==> src/rtl/multdiv_pkg.sv <==
// multdiv_pkg: shared definitions for the iterative multiply/divide unit.
//   state_e : FSM encoding (IDLE, MULT, DIV, DONE)
//   OP_MULT / OP_DIV : values of the request opcode bit
package multdiv_pkg;

  typedef enum logic [1:0] {
    ST_IDLE = 2'd0,
    ST_MULT = 2'd1,
    ST_DIV  = 2'd2,
    ST_DONE = 2'd3
  } state_e;

  localparam logic OP_MULT = 1'b0;
  localparam logic OP_DIV  = 1'b1;

endpackage

==> src/rtl/div_step.sv <==
// div_step: one combinational restoring-division iteration on magnitudes.
//   rem_i : current partial remainder (always < div_i)
//   bit_i : next dividend bit shifted into the remainder
//   div_i : divisor magnitude (non-zero when used)
//   rem_o : next partial remainder
//   q_o   : quotient bit produced by this iteration
module div_step #(
  parameter int WIDTH = 32
) (
  input  logic [WIDTH-1:0] rem_i,
  input  logic             bit_i,
  input  logic [WIDTH-1:0] div_i,
  output logic [WIDTH-1:0] rem_o,
  output logic             q_o
);

  logic [WIDTH:0] shifted;
  logic [WIDTH:0] diff;

  // rem_i < div_i <= 2^(WIDTH-1), so the shifted value needs one extra bit and
  // the top bit of the difference is a clean borrow flag.
  assign shifted = {rem_i, bit_i};
  assign diff    = shifted - {1'b0, div_i};
  assign q_o     = ~diff[WIDTH];
  assign rem_o   = q_o ? diff[WIDTH-1:0] : shifted[WIDTH-1:0];

endmodule

==> src/rtl/iter_multdiv.sv <==
// iter_multdiv: iterative signed multiply (radix-2 Booth) / divide (restoring)
// unit with valid/ready handshakes, a pass-through tag and a synchronous flush.
//   clock, reset (async, active-low)
//   in_valid/in_ready/in_op/in_a/in_b/in_tag : request side
//   flush                                    : abort, highest priority
//   out_valid/out_ready/out_result/out_exception/out_tag : result side
//   busy                                     : iteration in progress
module iter_multdiv
  import multdiv_pkg::*;
#(
  parameter int WIDTH = 32,
  parameter int TAG_W = 5
) (
  input  logic             clock,
  input  logic             reset,
  input  logic             in_valid,
  output logic             in_ready,
  input  logic             in_op,
  input  logic [WIDTH-1:0] in_a,
  input  logic [WIDTH-1:0] in_b,
  input  logic [TAG_W-1:0] in_tag,
  input  logic             flush,
  output logic             out_valid,
  input  logic             out_ready,
  output logic [WIDTH-1:0] out_result,
  output logic             out_exception,
  output logic [TAG_W-1:0] out_tag,
  output logic             busy
);

  localparam int CNT_W = $clog2(WIDTH);

  state_e             state_q,  state_d;
  logic [CNT_W-1:0]   cnt_q,    cnt_d;
  logic [WIDTH:0]     acc_q,    acc_d;     // Booth accumulator / division remainder
  logic [WIDTH-1:0]   q_q,      q_d;       // multiplier / dividend-then-quotient
  logic [WIDTH-1:0]   m_q,      m_d;       // multiplicand / divisor magnitude
  logic               qm1_q,    qm1_d;     // Booth Q[-1]
  logic               neg_q,    neg_d;     // quotient must be negated
  logic               ovf_q,    ovf_d;     // most-negative / -1
  logic [WIDTH-1:0]   result_q, result_d;
  logic               exc_q,    exc_d;
  logic [TAG_W-1:0]   tag_q,    tag_d;

  logic               accept;
  logic               last_step;
  logic [WIDTH-1:0]   a_mag, b_mag;
  logic [WIDTH:0]     m_ext, booth_sum, acc_shift;
  logic [WIDTH-1:0]   q_shift;
  logic               mult_exc;
  logic [WIDTH-1:0]   rem_next, quo_next, div_res;
  logic               qbit;

  assign in_ready  = (state_q == ST_IDLE) || ((state_q == ST_DONE) && out_ready);
  assign accept    = in_valid && in_ready && !flush;
  assign last_step = (cnt_q == CNT_W'(WIDTH - 1));

  // Magnitudes; the most-negative value maps onto 2^(WIDTH-1) as unsigned.
  assign a_mag = in_a[WIDTH-1] ? (~in_a + 1'b1) : in_a;
  assign b_mag = in_b[WIDTH-1] ? (~in_b + 1'b1) : in_b;

  // Booth step: the extra accumulator bit keeps acc - m from overflowing when
  // the multiplicand is the most-negative value.
  assign m_ext     = {m_q[WIDTH-1], m_q};
  assign booth_sum = ({q_q[0], qm1_q} == 2'b01) ? acc_q + m_ext :
                     ({q_q[0], qm1_q} == 2'b10) ? acc_q - m_ext : acc_q;
  assign acc_shift = {booth_sum[WIDTH], booth_sum[WIDTH:1]};
  assign q_shift   = {booth_sum[0], q_q[WIDTH-1:1]};
  assign mult_exc  = (acc_shift[WIDTH-1:0] != {WIDTH{q_shift[WIDTH-1]}});

  div_step #(.WIDTH(WIDTH)) u_div_step (
    .rem_i (acc_q[WIDTH-1:0]),
    .bit_i (q_q[WIDTH-1]),
    .div_i (m_q),
    .rem_o (rem_next),
    .q_o   (qbit)
  );

  assign quo_next = {q_q[WIDTH-2:0], qbit};
  assign div_res  = neg_q ? (~quo_next + 1'b1) : quo_next;

  // NOTE: every signal assigned here gets a default first, so no path leaves
  // one unassigned and no latch is inferred.
  always_comb begin
    state_d  = state_q;
    cnt_d    = cnt_q;
    acc_d    = acc_q;
    q_d      = q_q;
    m_d      = m_q;
    qm1_d    = qm1_q;
    neg_d    = neg_q;
    ovf_d    = ovf_q;
    result_d = result_q;
    exc_d    = exc_q;
    tag_d    = tag_q;

    if (flush) begin
      state_d = ST_IDLE;
    end else begin
      unique case (state_q)
        ST_MULT: begin
          acc_d = acc_shift;
          q_d   = q_shift;
          qm1_d = q_q[0];
          cnt_d = cnt_q + CNT_W'(1);
          if (last_step) begin
            state_d  = ST_DONE;
            result_d = q_shift;
            exc_d    = mult_exc;
          end
        end
        ST_DIV: begin
          if (m_q == '0) begin
            state_d  = ST_DONE;
            result_d = '0;
            exc_d    = 1'b1;
          end else begin
            acc_d = {1'b0, rem_next};
            q_d   = quo_next;
            cnt_d = cnt_q + CNT_W'(1);
            if (last_step) begin
              state_d  = ST_DONE;
              result_d = div_res;
              exc_d    = ovf_q;
            end
          end
        end
        ST_DONE: begin
          if (out_ready) state_d = ST_IDLE;
        end
        default: ;
      endcase

      // A new request overrides the IDLE/DONE decision above, so completion
      // and accept share one edge without a bubble.
      if (accept) begin
        state_d = (in_op == OP_DIV) ? ST_DIV : ST_MULT;
        cnt_d   = '0;
        tag_d   = in_tag;
        acc_d   = '0;
        qm1_d   = 1'b0;
        if (in_op == OP_DIV) begin
          q_d   = a_mag;
          m_d   = b_mag;
          neg_d = in_a[WIDTH-1] ^ in_b[WIDTH-1];
          ovf_d = (in_a == {1'b1, {(WIDTH-1){1'b0}}}) && (&in_b);
        end else begin
          q_d   = in_b;
          m_d   = in_a;
          neg_d = 1'b0;
          ovf_d = 1'b0;
        end
      end
    end
  end

  // NOTE: state registers use non-blocking assignments so every flop samples
  // the pre-edge values regardless of statement order.
  // NOTE: the datapath registers are reset too; the result/tag outputs come
  // straight from them and must read zero during reset.
  always_ff @(posedge clock or negedge reset) begin
    if (!reset) begin
      state_q  <= ST_IDLE;
      cnt_q    <= '0;
      acc_q    <= '0;
      q_q      <= '0;
      m_q      <= '0;
      qm1_q    <= 1'b0;
      neg_q    <= 1'b0;
      ovf_q    <= 1'b0;
      result_q <= '0;
      exc_q    <= 1'b0;
      tag_q    <= '0;
    end else begin
      state_q  <= state_d;
      cnt_q    <= cnt_d;
      acc_q    <= acc_d;
      q_q      <= q_d;
      m_q      <= m_d;
      qm1_q    <= qm1_d;
      neg_q    <= neg_d;
      ovf_q    <= ovf_d;
      result_q <= result_d;
      exc_q    <= exc_d;
      tag_q    <= tag_d;
    end
  end

  assign out_valid     = (state_q == ST_DONE);
  assign busy          = (state_q == ST_MULT) || (state_q == ST_DIV);
  assign out_result    = result_q;
  assign out_exception = exc_q;
  assign out_tag       = tag_q;

endmodule

==> config.mk <==
export PLATFORM = sky130hd
export DESIGN_NAME = iter_multdiv
export DESIGN_NICKNAME = d
export VERILOG_FILES = /design/src/rtl/multdiv_pkg.sv /design/src/rtl/div_step.sv /design/src/rtl/iter_multdiv.sv
export SDC_FILE = /design/constraint.sdc
export NUM_CORES = 1
export LEC_CHECK = 0
export CAP_MARGIN = 20
export CORE_MARGIN = 3
export CORE_UTILIZATION = 35
export CTS_BUF_LIST = sky130_fd_sc_hd__clkbuf_2 sky130_fd_sc_hd__clkbuf_4 sky130_fd_sc_hd__clkbuf_8
export CTS_CLUSTER_SIZE = 12
export DETAILED_ROUTE_END_ITERATION = 16
export SYNTH_ARGS = -nofsm -noshare
export SYNTH_HDL_FRONTEND = slang
export SYNTH_SLANG_ARGS = --single-unit
==> constraint.sdc <==
create_clock -name clock -period 10.7 [get_ports clock]
set_input_delay 2.14 -clock clock [delete_from_list [all_inputs] [get_ports clock]]
set_output_delay 2.14 -clock clock [all_outputs]
set_load 0.005 [all_outputs]
# Word level (Yosys, flattened, before mapping)
# Index checks and enable logic that the tools add are counted.
[op_classes] div_mod_pow=0 bitwise=6 n_lt_le_gt_ge=0 multipliers=0 mux=36 n_eq_ne=12 n_reduce_logical=19 addsub=7 shifts=0
[ops] op="2-to-1 mux 32 bit" n=11
[ops] op="2-to-1 mux 33 bit" n=4
[ops] op="one-hot mux 32 bit (2 select lines)" n=2
[ops] op="adder 32 x 1 -> 32 bit, second input constant" n=3
[ops] op="NOT 32 bit" n=3
[ops] op="one-hot mux 33 bit (2 select lines)" n=1
[ops] op="adder 33 bit" n=1
[ops] op="subtractor 33 x 32 -> 33 bit" n=1
[ops] op="subtractor 33 bit" n=1
[ops] op="== test 32 bit, second input constant" n=1
[ops] op="zero test 32 bit" n=1
[ops] op="inequality test 32 bit" n=1
[ops] op="AND reduction 32 bit" n=1
[ops] op="2-to-1 mux 2 bit" n=6
[ops] op="2-to-1 mux 5 bit" n=2
[ops] op="one-hot mux 5 bit (2 select lines)" n=1
[ops] op="2-to-1 mux 1 bit" n=7
[ops] op="== test 2 bit, second input constant" n=3
[ops] op="inequality test 3 bit, second input constant" n=2
[ops] op="one-hot mux 2 bit (3 select lines)" n=1
[ops] op="AND reduction 2 bit" n=3
[ops] op="adder 5 x 1 -> 5 bit, second input constant" n=1
[ops] op="== test 5 bit, second input constant" n=1
[ops] op="nonzero test 5 bit" n=1
[ops] op="14 further kinds" n=21
[word_totals] register_bits=145 rom_bits=0 wordCells=91 ram_bits=0 mem_count=0 latchBits=0 out_inout_bits=41

# Longest topological paths before layout
[depth] ltp_word=8 ltp_mapped=24 mapped_depth_nobuf=22

# Hierarchy
# From an unflattened synthesis, not the netlist that was laid out.
[hier_totals] hier_cells=2277 area_unflattened_um2=16853.7
[modules_own_cells] mod="iter_multdiv" cells_per_inst=1968 n_inst=1 area_per_inst_um2=14536.4
[modules_own_cells] mod="div_step" cells_per_inst=309 n_inst=1 area_per_inst_um2=2317.2

# Worst setup path before layout
# No wires, ideal clock.
[synth_timing] path_kind="register to register" startpoint="register q_q[31]" endpoint="register result_q[26], in the netlist out_result[26]" path_buffers=2 synth_period_minus_slack_ps=5388 setup_ps=83 arrival_time_ps=5305 path_stages_with_launch=25 setup_slack_ps=5312 cell_sequence="dfrtp_1 inv_1 ha_1 inv_1 fa_1 a21o_1 a311o_1 o22ai_2 o2111a_1 nor2_1 a41o_1 o41ai_2 xnor2_1 inv_2 buf_2 buf_1 ha_1 nand2_1 or3_1 or3_1 or3_1 o31ai_1 xnor2_1 a21oi_1 o21ai_0"
[synth_via] elab_chain_cells=8
[synth_lines] element="start, declared" line="iter_multdiv.sv:36" rtl="logic [WIDTH-1:0] q_q, q_d;"
[synth_lines] element="start signal, assigned" line="iter_multdiv.sv:178" rtl="q_q <= q_d;"
[synth_lines] element="subtractor 33 x 32 -> 33 bit" line="div_step.sv:23" rtl="assign diff = shifted - {1'b0, div_i};"
[synth_lines] element="NOT 1 bit" line="div_step.sv:24" rtl="assign q_o = ~diff[WIDTH];"
[synth_lines] element="NOT 32 bit" line="iter_multdiv.sv:80" rtl="assign div_res = neg_q ? (~quo_next + 1'b1) : quo_next;"
[synth_lines] element="adder 32 x 1 -> 32 bit" line="iter_multdiv.sv:80"
[synth_lines] element="2-to-1 mux 32 bit" line="iter_multdiv.sv:80"
[synth_lines] element="2-to-1 mux 32 bit" line="iter_multdiv.sv:121" rtl="if (last_step) begin"
[synth_lines] element="2-to-1 mux 32 bit" line="iter_multdiv.sv:113" rtl="if (m_q == '0) begin"
[synth_lines] element="one-hot mux 32 bit (2 select lines)" line="iter_multdiv.sv:100" rtl="unique case (state_q)"
[synth_lines] element="end signal, assigned" line="iter_multdiv.sv:183" rtl="result_q <= result_d;"
[synth_lines] element="end, declared" line="iter_multdiv.sv:41" rtl="logic [WIDTH-1:0] result_q, result_d;"
# Every way passes these cells. The select of a mux whose other input is x is not followed.
# A chain may end at the register's enable or synchronous reset.

# Worst setup path in the final report
[layout_timing] startpoint="input in_a[1]" endpoint="register q_q[30]"
[layout_via] elab_chain_cells=5
[layout_lines] element="start, declared" line="iter_multdiv.sv:19" rtl="input logic [WIDTH-1:0] in_a,"
[layout_lines] element="NOT 32 bit" line="iter_multdiv.sv:59" rtl="assign a_mag = in_a[WIDTH-1] ? (~in_a + 1'b1) : in_a;"
[layout_lines] element="adder 32 x 1 -> 32 bit" line="iter_multdiv.sv:59"
[layout_lines] element="2-to-1 mux 32 bit" line="iter_multdiv.sv:59"
[layout_lines] element="2-to-1 mux 32 bit" line="iter_multdiv.sv:142" rtl="if (in_op == OP_DIV) begin"
[layout_lines] element="2-to-1 mux 32 bit" line="iter_multdiv.sv:136" rtl="if (accept) begin"
# Every way passes these cells.

==> out/qor.csv <==
stage,metric,value,unit
outcome,run status,completed,
critical_path,critical path cell sequence,"clkdlybuf4s50_1, inv_1, ha_1, nor3b_1, nand3b_1, or4_1, nand2b_1, or4_1, or3_1, or4_4, o21ai_1, xor2_1, a21oi_1, a21oi_1, o21ai_0",
place,IO Port Bufs,115,
sta,Setup TNS Final,0,ns
routing,top layer reached by signal wires,met4,
critical_path,slowest CP cell,or4_1,
cells_and_area,fin util,40.1,%
synthesis,top_reg_cell synth,dfrtp_1,
cts,post-CTS setup buffers,0,
synthesis,Post-synth ARST share,100,%
floorplan,Die ar.,47600,sq um
power_and_ir_drop,Comb pwr share,70.5,%
floorplan,starting density of the core,35.6,%
critical_path,Buf/Inv on CP,2,
routing,Via density,6.08,
floorplan,I/O pin total,116,
floorplan,Core Area,44300,sq um
cells_and_area,# diodes,0,
critical_path,cell family contributing the most delay on the critical path,simple AND/OR/NAND/NOR gates,
cells_and_area,nets@finish,2344,
synthesis,largest area contributor in the netlist,dfrtp_1,
sta,RSZ-0062 raised after global routing,no,
critical_path,reg2reg setup slack,5.04,ns
synthesis,"EDFF count, synth",0,
synthesis,part of the Yosys area used for sequential elements,23.0,%
cts,H-tree levels,4,
power_and_ir_drop,NetSw,2.78,mW
routing,First-pass DRT Iterations,5,
critical_path,reg2reg start,m_q[0],
global_routing,Total GRT Usage,24.5,%
global_routing,initial antenna violation count,0,
power_and_ir_drop,clock network fraction of total power,9.5,%
global_routing,largest net degree at the start of global routing,98,
critical_path,Worst EP required,11.04,ns
power_and_ir_drop,Internal,2.28,mW
cts,"Hold-fix buffers, CTS",0,
critical_path,CP Capture Type,flop,
place,dpl ws,4.25,ns
critical_path,Crit Path Category,primary input to flop,
cts,Clock Path Buffers,2,
cells_and_area,area added between synthesis and finish,12.7,%
sta,final count of hold timing violations,0,
synthesis,Synth Area per Inst,7.37,sq um
cts,number of instances resized during post-cts repair,0,
sta,clk_skew,0.0178,ns
cts,Root Buffer,clkbuf_8,
sta,slew of the pin with the lowest slew margin,1.02,ns
sta,Final Cycle Share,55.8,%
floorplan,Die Span Y,218,um
global_routing,first-pass GRT wire length,91.8,mm
synthesis,Cell variety after synth,88,
routing,met2 routed WL,26.3,mm
power_and_ir_drop,VDD IR-drop max,0.141,mV
critical_path,worst setup path start,in_a[1],
synthesis,Mapped Area,15800,sq um
cts,CTS clock-pin slew for the worst setup and hold paths,0.08,ns
critical_path,Critical Path Max Stage Delay,0.57,ns
critical_path,R2R depth,22,
cts,# clock sinks,145,
sta,Rel. slew slack,31.6,%
routing,DR vias,16800,
critical_path,instance count on the critical path,15,
routing,Avg WL per Cell,21.5,um
power_and_ir_drop,switch share,54.9,%
routing,WL final,59.4,mm
synthesis,Yosys top cell area share,23.0,%
floorplan,Die X,218,um
sta,Max Slew Vio Count,0,
power_and_ir_drop,Seq pwr share,20.0,%
global_routing,final global-route overflow total,0,
global_routing,vias in the first global route,16000,
critical_path,Worst Setup EP,q_q[30],
power_and_ir_drop,Tot Pwr,5.06,mW
floorplan,row count,77,
routing,met3 routed WL,4.49,mm
synthesis,total number of yosys warnings,0,
synthesis,largest cells by area after synthesis,"dfrtp_1 (23%), ha_1 (8.4%), a21oi_1 (8.1%)",
critical_path,worst reg2reg path endpoint,out_result[26],
flow_run,Max-Cap Viols,0,
critical_path,CP Data Arrival Time,6.31,ns
routing,Metal-1 WL,26.1,mm
critical_path,CP startpoint kind,primary input,
routing,DRT antenna net count,0,
sta,Final Setup Violations,0,
place,post-DP HPWL,45.3,mm
routing,Initial DRC Count,1661,
synthesis,"FF+latch count, synth",145,
cts,TritonCTS Buffers,17,
synthesis,Post-synth top cells,"a21oi_1 (255), nand2_1 (217), o21ai_0 (203)",
cts,Clock Latency Late Sink,0.49,ns
place,routability cong.,0.942,
critical_path,CP Max Fanout,5,
power_and_ir_drop,Pwr Density,285,nW/um^2
power_and_ir_drop,Leak Pwr,7.34,nW
hold_path,Worst Hold Class,flop to flop,
cells_and_area,layout cell share with drive strength beyond 1,4.79,%
sta,Final WS setup,4.73,ns
sta,fmax,167,MHz
routing,# DRC,0,
synthesis,top-count cell post-synth,a21oi_1,
synthesis,Synth Instances,2138,
synthesis,Mapped Nets,2322,
sta,Final min period,5.97,ns
cts,CTS tree,done,
==> power groups by stage <==
| stage | sequential [mW] | combinational [mW] | clock, mW |
|---|---|---|---|
| finish | 1.01 | 3.57 | 0.482 |
| global route | 1.03 | 3.91 | 0.513 |
| CTS | 0.999 | 3.49 | 0.493 |
| detailed placement | 1.01 | 3.47 | 0 |
| global placement | 1.00 | 3.42 | 0 |
| floorplan | 0.874 | 2.60 | 0 |
==> sequential cells by signal (all words and copies together), names as in the netlist <==
register       cells
q_q               32
out_exception      1
cnt_q              5
state_q            2
ovf_q              1
neg_q              1
acc_q             33
m_q               32
out_tag            5
qm1_q              1
out_result        32
==> kinds of logic after synthesis <==
group | count (synthesis) | synth area share, %
xor gates and xnor gates | 126 | 7.00
DFF | 145 | 23.0
adders and majority gates | 109 | 8.79
AOI/OAI and AO/OA | 813 | 32.6
buffers and inverters | 220 | 5.43
muxes | 26 | 1.67
and+or+nand+nor | 699 | 21.5
==> worst min path at each step <==
stage,start,endpoint,slack [ns],cells after the start
after global placement,out_tag[1],out_tag[1],0.46,2
after global routing,out_tag[3],out_tag[3],0.51,2
after CTS,out_tag[3],out_tag[3],0.49,2
after detailed placement,out_tag[1],out_tag[1],0.47,2
final,out_tag[3],out_tag[3],0.48,2
after floorplan,cnt_q[4],cnt_q[4],0.44,2
==> worst reg2reg max path: stages (launching register included) <==
cell and delay [ns]:
dfrtp_1 0.47, ha_1 0.21, inv_1 0.06, fa_1 0.40, a21o_1 0.22, a311o_1 0.41
o22ai_2 0.28, o2111a_1 0.25, nor2_1 0.12, a41o_1 0.30, o41ai_2 0.34, xnor2_1 0.10
buf_4 0.23, inv_2 0.09, ha_1 0.20, nand2_1 0.10, or3_1 0.35, or3_1 0.38
or3_1 0.38, o31ai_1 0.25, xnor2_1 0.09, a21oi_1 0.18, o21ai_0 0.10
==> cell type report <==
type                       instances  area, sq um
sequential                       145         3630
multi-input combinational       1773        11300
clock buffer                      24          299
clock inverter                     8          128
timing repair buffer             141         1350
fill                            4626        26600
tap                              592          741
inverter                          82          308
==> metrics by stage <==
stage | cells | instance area [sq um] | hold WS (ns)
2_1_floorplan | 2138 | 15800 | 0.445
3_3_place_gp | 2733 | 17300 | 0.461
3_5_place_dp | 2733 | 17300 | 0.466
4_1_cts | 2765 | 17800 | 0.488
5_1_grt | 2765 | 17800 | 0.505
6_report | 2765 | 17800 | 0.481
==> per-layer routing <==
metal	vias up	global-route usage (%)
li1	7906	-
met2	723	38.7
met3	125	4.00
met5	-	0
met4	0	10.3
met1	8067	33.2
==> cells in the final DEF (no fill, tap or decap), types with 12 or more instances in the layout <==
cell             instances
nor2_1                 191
inv_1                   80
nand2_1                216
clkdlybuf4s50_1        113
nand3_1                 33
clkbuf_8                19
or3_1                   28
nor2b_1                 28
o21ai_0                202
dfrtp_1                144
a21o_1                  43
buf_4                   27
xnor2_1                 43
o21bai_1                12
mux2i_1                 24
o211ai_1                55
o22ai_1                 15
nor3_1                  37
a22o_1                  20
ha_1                   105
nand4_1                 22
a211oi_1                16
nor3b_1                 17
or2_2                   12
a31oi_1                 18
xor2_1                  83
o31ai_1                 38
or4_1                   17
nor4_1                  25
a21oi_1                255
nand2b_1                32
No activity file was read; power rests on OpenSTA's default activity.
